<file path="config.mk">
export PLATFORM = sky130hd
export DESIGN_NAME = stopwatch_ctrl
export DESIGN_NICKNAME = d
export VERILOG_FILES = /design/src/rtl/stopwatch_ctrl_pkg.sv /design/src/rtl/stopwatch_ctrl_bcd_digit_counter.sv /design/src/rtl/stopwatch_ctrl.sv
export SDC_FILE = /design/constraint.sdc
export NUM_CORES = 1
export LEC_CHECK = 0
export BUFFER_PORTS_ARGS = -buffer_cell sky130_fd_sc_hd__buf_2
export CELL_PAD_IN_SITES_DETAIL_PLACEMENT = 1
export CELL_PAD_IN_SITES_GLOBAL_PLACEMENT = 1
export CORE_ASPECT_RATIO = 1.75
export CORE_MARGIN = 2
export CORE_UTILIZATION = 48
export CTS_CLUSTER_DIAMETER = 40
export DETAILED_ROUTE_END_ITERATION = 10
export GPL_ROUTABILITY_DRIVEN = 0
export GPL_TIMING_DRIVEN = 0
export PLACE_DENSITY_LB_ADDON = 0.1
export SYNTH_ARGS = -nofsm -noshare
export SYNTH_HDL_FRONTEND = slang
export SYNTH_SLANG_ARGS = --single-unit
</file>
<file path="constraint.sdc">
create_clock -name clk -period 5.35 [get_ports clk]
set_input_delay 0 -clock clk [delete_from_list [all_inputs] [get_ports clk]]
set_output_delay 0 -clock clk [all_outputs]
set_load 0.02 [all_outputs]
</file>
<file path="src/rtl/stopwatch_ctrl_pkg.sv">
// Shared definitions for the stopwatch controller.
//   - BCD digit geometry and per-digit limits
//   - 2-bit state codes (STOP/RUN/PAUSE/LAP)
//   - next-state helper used by the top-level FSM
package stopwatch_ctrl_pkg;

  localparam int BCD_W_DEF        = 4;
  localparam int SEC_TENS_MAX_DEF = 5;
  localparam int MIN_TENS_MAX_DEF = 5;
  localparam int ONES_MAX         = 9;

  localparam logic TRUE  = 1'b1;
  localparam logic FALSE = 1'b0;

  localparam logic [1:0] STAT_STOP  = 2'd0;
  localparam logic [1:0] STAT_RUN   = 2'd1;
  localparam logic [1:0] STAT_PAUSE = 2'd2;
  localparam logic [1:0] STAT_LAP   = 2'd3;

  // A long-press edge always takes priority over a coincident short press.
  function automatic logic [1:0] next_state(input logic [1:0] cur,
                                            input logic       short_p,
                                            input logic       long_e);
    logic [1:0] nxt;
    nxt = cur;
    if (long_e) begin
      nxt = (cur == STAT_RUN) ? STAT_LAP : STAT_STOP;
    end else if (short_p) begin
      nxt = (cur == STAT_RUN) ? STAT_PAUSE : STAT_RUN;
    end
    return nxt;
  endfunction

endpackage

</file>
<file path="src/rtl/stopwatch_ctrl_bcd_digit_counter.sv">
// One BCD digit of the stopwatch ripple chain.
// Ports:
//   clk, rst_n : clock, async active-low reset
//   clr        : synchronous clear, overrides inc
//   inc        : advance by one this cycle
//   value      : registered digit value
//   carry      : high when this digit wraps from LIMIT to 0 (feeds next digit's inc)
module bcd_digit_counter #(
  parameter int LIMIT = 9,
  parameter int BCD_W = 4
) (
  input  logic             clk,
  input  logic             rst_n,
  input  logic             clr,
  input  logic             inc,
  output logic [BCD_W-1:0] value,
  output logic             carry
);

  localparam logic [BCD_W-1:0] LIMIT_V = BCD_W'(LIMIT);

  logic [BCD_W-1:0] value_q;
  logic [BCD_W-1:0] value_d;
  logic             at_max;

  assign at_max = (value_q == LIMIT_V);

  always_comb begin
    value_d = value_q;
    if (clr) begin
      value_d = '0;
    end else if (inc) begin
      value_d = at_max ? '0 : value_q + BCD_W'(1);
    end
  end

  always_ff @(posedge clk or negedge rst_n) begin
    if (!rst_n) begin
      value_q <= '0;
    end else begin
      value_q <= value_d;
    end
  end

  assign value = value_q;
  assign carry = inc & at_max & ~clr;

endmodule

</file>
<file path="src/rtl/stopwatch_ctrl.sv">
// mm:ss BCD stopwatch controller.
//   short press = start/pause, long press = lap/clear.
// Ports:
//   clk, rst_n            : clock, async active-low reset
//   tick_1hz              : one-cycle 1 Hz count enable
//   short_press           : one-cycle pulse from the press detector
//   long_press            : level, high while a long hold persists (acts on rising edge)
//   digit3..digit0        : displayed mm:ss in BCD (lap value while in LAP)
//   running               : high in RUN or LAP
//   lap_mode              : high in LAP (display frozen)
//   overflow              : one-cycle pulse when time wraps from max to 00:00
//
// state | meaning
// ------+--------------------------------------------------------
// STOP  | counter held at 00:00
// RUN   | counting on tick_1hz, live display
// PAUSE | counter frozen, live display
// LAP   | counting continues, display shows latched lap value
module stopwatch_ctrl
  import stopwatch_ctrl_pkg::*;
#(
  parameter int SEC_TENS_MAX = SEC_TENS_MAX_DEF,
  parameter int MIN_TENS_MAX = MIN_TENS_MAX_DEF,
  parameter int BCD_W        = BCD_W_DEF
) (
  input  logic             clk,
  input  logic             rst_n,
  input  logic             tick_1hz,
  input  logic             short_press,
  input  logic             long_press,
  output logic [BCD_W-1:0] digit3,
  output logic [BCD_W-1:0] digit2,
  output logic [BCD_W-1:0] digit1,
  output logic [BCD_W-1:0] digit0,
  output logic             running,
  output logic             lap_mode,
  output logic             overflow
);

  localparam int TIME_W = 4 * BCD_W;

  logic [1:0]        state_q, state_d;
  logic              long_dly_q, long_dly_d;
  logic [TIME_W-1:0] lap_q, lap_d;
  logic              overflow_q, overflow_d;

  logic              long_edge;
  logic              clr;
  logic              count_en;
  logic [TIME_W-1:0] live;
  logic [TIME_W-1:0] disp;
  logic [BCD_W-1:0]  cnt0, cnt1, cnt2, cnt3;
  logic              carry0, carry1, carry2, carry3;

  assign long_edge = long_press & ~long_dly_q;

  always_comb begin
    state_d    = next_state(state_q, short_press, long_edge);
    long_dly_d = long_press;
    lap_d      = lap_q;
    if ((state_q == STAT_RUN) && long_edge) begin
      lap_d = live;
    end
    overflow_d = carry3;
  end

  // Entering or sitting in STOP clears the chain and beats any coincident tick.
  // Counting is qualified by the current state, so the tick that arrives with
  // RUN->PAUSE still lands.
  assign clr      = (state_d == STAT_STOP);
  assign count_en = tick_1hz & ((state_q == STAT_RUN) | (state_q == STAT_LAP)) & ~clr;

  always_ff @(posedge clk or negedge rst_n) begin
    if (!rst_n) begin
      state_q    <= STAT_STOP;
      long_dly_q <= FALSE;
      lap_q      <= '0;
      overflow_q <= FALSE;
    end else begin
      state_q    <= state_d;
      long_dly_q <= long_dly_d;
      lap_q      <= lap_d;
      overflow_q <= overflow_d;
    end
  end

  bcd_digit_counter #(.LIMIT(ONES_MAX), .BCD_W(BCD_W)) u_sec_ones (
    .clk(clk), .rst_n(rst_n), .clr(clr), .inc(count_en), .value(cnt0), .carry(carry0)
  );

  bcd_digit_counter #(.LIMIT(SEC_TENS_MAX), .BCD_W(BCD_W)) u_sec_tens (
    .clk(clk), .rst_n(rst_n), .clr(clr), .inc(carry0), .value(cnt1), .carry(carry1)
  );

  bcd_digit_counter #(.LIMIT(ONES_MAX), .BCD_W(BCD_W)) u_min_ones (
    .clk(clk), .rst_n(rst_n), .clr(clr), .inc(carry1), .value(cnt2), .carry(carry2)
  );

  bcd_digit_counter #(.LIMIT(MIN_TENS_MAX), .BCD_W(BCD_W)) u_min_tens (
    .clk(clk), .rst_n(rst_n), .clr(clr), .inc(carry2), .value(cnt3), .carry(carry3)
  );

  assign live = {cnt3, cnt2, cnt1, cnt0};

  always_comb begin
    disp     = (state_q == STAT_LAP) ? lap_q : live;
    digit3   = disp[4*BCD_W-1 -: BCD_W];
    digit2   = disp[3*BCD_W-1 -: BCD_W];
    digit1   = disp[2*BCD_W-1 -: BCD_W];
    digit0   = disp[BCD_W-1   -: BCD_W];
  end

  assign running  = (state_q == STAT_RUN) | (state_q == STAT_LAP);
  assign lap_mode = (state_q == STAT_LAP);
  assign overflow = overflow_q;

endmodule

</file>
---- After elaboration in Yosys (flattened, before gate mapping) ----
Index checks and enable logic that the tools add are counted.
Widths: inputs -> output; s select.
storage, ports and cells
  input port bits ......................... 5
  memories ................................ 0
  memory bits (read-only) ................. 0
  bits in latches ......................... 0
  flip-flop bits (word level) ............. 36
  word-level logic and storage cells ...... 55
  output and inout bits ................... 19
  bits in writable memories ............... 0
cells by class
  muxes and demuxes ....................... 17
  order comparisons ....................... 0
  $add $sub $neg .......................... 4
  bitwise logic cells ..................... 14
  divide/modulo/power cells ............... 0
  multiply operators ...................... 0
  reduce and logical (&&, ||, !) cells .... 6
  eq/ne operators ......................... 6
  shifts and indexed selects .............. 0
operator list
  kind                 number
  $mux 4               12
  $add 4x1->4 const B  4
  $mux 16              1
  $and 1x1->1          11
  $eq 4x3->1 const B   2
  $eq 4x4->1 const B   2
  $mux 2               4
  $reduce_bool 2->1    4
  $eq 2x1->1 const B   1
  $eq 2x2->1 const B   1
  $logic_not 2->1      1
  $not 1->1            2
  $logic_and 1x1->1    1
  $or 1x1->1           1

---- Logic depth before layout (Yosys ltp) ----
  depth in word-level cells ............... 15
  depth in mapped cells ................... 7
  mapped depth without buffers ............ 6

---- By module ----
Synthesis repeated with hierarchy kept, for this count alone.
second synthesis, totals
  cells, all modules ...................... 169
  area, all modules ....................... 1973.1 µm²
by module, submodules not included
  module                               cells an instance  sequential area each (µm²)  times used  area each (µm²)
  stopwatch_ctrl                       71                 500.5                       1           1017.2
  bcd_digit_counter at u_min_ones ...  25                 100.1                       2           245.2
  bcd_digit_counter at u_min_tens ...  24                 100.1                       2           232.7

---- Least setup slack after synthesis ----
No wires, ideal clock.
  path type ............................... reg2reg
  from .................................... register u_sec_ones.value_q[1] (netlist: u_sec_ones.value[1])
  to ...................................... register u_min_tens.value_q[3] (netlist: u_min_tens.value[3])
  setup slack ............................. 3.570 ns
  library setup time ...................... 0.078 ns
  stages on the path, launching flop included .. 8
  data arrival time ....................... 1.702 ns
  path buffers ............................ 1
  period minus slack after synthesis ...... 1.780 ns
  data required time ...................... 5.272 ns
  cell sequence ........................... dfrtp_1 -> inv_1 -> ha_1 -> and3b_1 -> buf_6 -> nand4_4 -> or4_1 -> a21oi_1
between the ends
  longest elaborated chain between the ends .. 8
RTL lines
  element                      RTL line                                RTL
  start: declaration           stopwatch_ctrl_bcd_digit_counter.sv:22  logic [BCD_W-1:0] value_q;
  start signal: assignment     stopwatch_ctrl_bcd_digit_counter.sv:41  value_q <= value_d;
  $eq 4x4->1                   stopwatch_ctrl_bcd_digit_counter.sv:26  assign at_max = (value_q == LIMIT_V);
  $and 1x1->1 (6 in series)    stopwatch_ctrl_bcd_digit_counter.sv:46  assign carry = inc & at_max & ~clr;
  $reduce_bool 2->1 (no line)  -
  end signal: assignment       stopwatch_ctrl_bcd_digit_counter.sv:41
  end: declaration             stopwatch_ctrl_bcd_digit_counter.sv:22
Every way passes these cells.
A chain may end at the register's enable or synchronous reset.

---- Final worst setup path ----
  from .................................... register state_q[1]
  to ...................................... register lap_q[3]
between the ends
  longest elaborated chain between the ends .. 2
RTL lines
  element                   RTL line              RTL
  start: declaration        stopwatch_ctrl.sv:42  logic [1:0] state_q, state_d;
  start signal: assignment  stopwatch_ctrl.sv:80  state_q <= state_d;
  $eq 2x1->1                stopwatch_ctrl.sv:61  if ((state_q == STAT_RUN) && long_edge) begin
  $logic_and 1x1->1         stopwatch_ctrl.sv:61
  end signal: assignment    stopwatch_ctrl.sv:82  lap_q <= lap_d;
  end: declaration          stopwatch_ctrl.sv:44  logic [TIME_W-1:0] lap_q, lap_d;
Every way passes these cells.

==> flow_summary.rst <==
.. list-table::
   :header-rows: 1

   * - Metric
     - Value
   * - Total die area
     - between 4000 and 5000 µm²
   * - Ratio of cells with drive above 1 in the final layout
     - between 30 and 40%
   * - Wire length of the first global-routing pass
     - 7.251 mm
   * - Min setup slack post-route
     - approximately 3.3 ns
   * - Number of buffers inserted for hold repair after clock tree synthesis
     - 2
   * - Number of nets in the synthesized netlist
     - 189
   * - Maximum net fanout on the critical path
     - 10
   * - Max_slew headroom
     - a little under half
   * - Number of filler cells placed in the layout
     - 452
   * - Number of instances on the worst hold path
     - 4
   * - Number of cells on the worst reg-to-reg path
     - 4
   * - Leak Pwr
     - around 1.1 nW
   * - Area of the core
     - around 3800 µm²
   * - Count of buffers from port buffering
     - 23
   * - Flops & latches, synth
     - 36
   * - Total number of H-tree levels
     - 2
   * - Biggest area contributors in the synthesized netlist
     - dfrtp_1 (47%), mux2_2 (17%), ha_1 (5.3%), a21oi_1 (3.7%), o21ai_0 (3.2%)
   * - Sequential group share of total power
     - 41.9%
   * - Die span in x
     - 51.57 µm
   * - Largest area contributor in the synthesized netlist
     - dfrtp_1
   * - Bufs on Longest Clock Path
     - 2
   * - Initial core utilization
     - between 40% and 50%
   * - Hold_sp
     - short_press
   * - Routed wirelength normalized by instance count
     - ~16 µm
   * - Netlist area before placement
     - between 1500 and 2000 µm²
   * - Power Dens Cells
     - ~340 nW/µm²
   * - Total setup buffers inserted after CTS
     - 0
   * - Router iterations before antenna repair
     - 2
   * - Net switching share of the total power
     - around 34%
   * - Diode count
     - 0
   * - Worst Max-Slew Pin Slew
     - 0.8093 ns
   * - Post-layout minimum cycle time
     - slightly above 2 ns
   * - Number of cell rows
     - 30
   * - Post-cts repair resize count
     - 0
   * - Boundary pin count
     - 24
   * - Flop2flop setup slack
     - ~3.3 ns
   * - Startpoint-to-endpoint class of the critical path
     - flip-flop to flip-flop
   * - Detailed-route vias per instance
     - ~5.6
   * - TritonCTS clock tree
     - done
   * - Die span in y
     - 87.24 µm
   * - Internal Dissipation
     - 503.6 µW
   * - Global route overflow
     - 0
   * - Cell at the root of the clock tree
     - clkbuf_8
   * - Iteration-0 DRC Markers
     - 4
   * - Final critical-path share of the clock period
     - 38.33%
   * - Area share of the largest cell type after synthesis
     - a little under half
   * - HP Class
     - primary input to flip-flop
   * - Capturing element type of the critical path
     - flip-flop
   * - Final-report setup violation count
     - 0
   * - Maximum number of pins on one net before global-route repair
     - 37
   * - Layout overhead on the synthesized area
     - 15.93%
   * - Share of flip-flops with an asynchronous set or reset after synthesis
     - between 90% and 100%
   * - Fmax
     - roughly 490 MHz
   * - Final Hold Slack
     - around 0.025 ns
   * - Power, Total
     - around 760 µW
   * - Vias in the first global route
     - approximately 1.5k
   * - Switching power summed over all nets
     - 254.1 µW
   * - RSZ-0062 raised after global routing
     - false
   * - Detail Placement HPWL
     - around 3.0 mm
   * - Final hold violation count
     - 0
   * - Clock share of power
     - between 30% and 40%
   * - Final routed wirelength across all metal layers
     - roughly 4.2 mm
   * - Netlist cell types
     - 38
   * - Instance count of the mapped netlist
     - 176
   * - Maxcap violations
     - 0
   * - Run status
     - complete, no violations
   * - Antenna Nets Post-Route
     - 0
   * - Fin Setup TNS
     - 0 ns
   * - Data arrival, critical path
     - roughly 2.2 ns
   * - Most numerous cell types in the synthesized netlist
     - dfrtp_1 (36), mux2_2 (28), nand2_1 (15), nor2_1 (15), a21oi_1 (14)
   * - DRC Markers
     - 0
   * - Clock transition at the registers of the reported paths
     - around 0.07 ns
   * - Combinational power share
     - a little over a quarter
   * - Post-synthesis average cell area
     - 10.80 µm²
   * - Number of vias after detailed routing
     - 1445
   * - Number of buffers created by CTS
     - 5
   * - Maximum vdd drop
     - between 200 and 300 µV
   * - Worst-case clock skew
     - about 0.0067 ns
   * - Cell with the most instances after synthesis
     - dfrtp_1
   * - Yosys warning count
     - 0
   * - Startpoint of the worst setup timing path
     - state_q[1]$_DFF_PN0_
   * - Critical path startpoint category
     - flip-flop
   * - Number of nets in the finished design
     - around 220
   * - Post-synth EDFFs
     - 0
   * - Post-Place Worst Slack
     - roughly 3.3 ns
   * - Total clock sinks
     - 36
   * - Share of synthesized area occupied by flip-flops and latches
     - 47.40%
   * - Critical register-to-register path startpoint
     - state_q[1]$_DFF_PN0_
   * - Number of antenna violations at the first check in global routing
     - 0
   * - GR Util All Layers
     - roughly 22%
   * - Required arrival time at the worst endpoint
     - ~5.5 ns
   * - Ys flop type
     - dfrtp_1
   * - Max-slew violations
     - 0
   * - Source-to-sink clock delay at the later pin of the worst-skew pair
     - between 0.2 and 0.3 ns
## worst paths after layout
path,end
max in group asynchronous,u_sec_tens.value[1]$_DFFE_PN0P_
worst max-delay path,lap_q[3]$_DFFE_PN0P_
min in group asynchronous,u_sec_ones.value[0]$_DFFE_PN0P_
worst max register to register,lap_q[3]$_DFFE_PN0P_
worst min register to register,lap_q[12]$_DFFE_PN0P_
worst min-delay path,state_q[1]$_DFF_PN0_
## layout by cell type, fill, tap and decap left out, types with 3 or more instances in the layout
cell type	count
a21oi_1	14
buf_2	24
clkbuf_1	3
clkbuf_8	5
dfrtp_1	36
ha_1	8
inv_1	4
mux2_2	28
mux2i_1	3
nand2_1	15
nand3_1	3
nor2_1	15
nor3_1	3
o21ai_0	12
## worst max-delay path, stage by stage, from the launching register on
cell	delay, ns
dfrtp_1	0.42
nand2b_1	0.21
nor2_1	0.52
buf_2	0.39
mux2_2	0.38
## metal layers
layer  wire length, µm  GRT usage, %  up-vias
li1                  -             -      687
met1              1624         23.57      724
met2              2365         39.51       25
met3               128         4.639        9
met4               106         10.29        0
met5                 0             0        -
## cells by family after synthesis
kind of cell / after synthesis / synth area share, %
mux: 31 / 18.17
fa+ha+maj: 8 / 5.267
simple gates: 59 / 17.31
compound gates: 30 / 8.625
buf+inv: 12 / 3.225
flops: 36 / 47.40
## area by class of cell
class	instances	area, µm²	share of cell area [%]
timing repair buffer	25	135.1	6.133
sequential	36	900.9	40.89
clock inverter	2	35.03	1.590
clock buffer	6	72.57	3.294
tap	48	60.06	2.726
buffer	7	42.54	1.931
inverter	5	18.77	0.8518
multi-input combinational	128	938.4	42.59
## sequential cells by signal (all words and copies together), names as in the netlist
register          cells
lap_q                16
u_min_ones.value      4
u_min_tens.value      4
u_sec_ones.value      4
u_sec_tens.value      4
state_q               2
long_dly_q            1
overflow              1
## stage by stage
step | utilization [%] | std cells | area (µm²)
after floorplan | - | 176 | 1901
after global placement | 54.22 | 247 | 2076
after detailed placement | 54.22 | 247 | 2076
after CTS | 57.55 | 257 | 2203
after global routing | 57.55 | 257 | 2203
final | 57.55 | 257 | 2203
## power by group through the flow
| stage | sequential, mW | combinational, mW | clock (mW) |
|---|---|---|---|
| after detailed placement | 0.324 | 0.203 | 0 |
| final | 0.318 | 0.202 | 0.238 |
| after global placement | 0.321 | 0.198 | 0 |
| after global routing | 0.323 | 0.227 | 0.253 |
| after CTS | 0.319 | 0.207 | 0.243 |
| after floorplan | 0.316 | 0.144 | 0 |
Power figures use the tool's default switching activity.
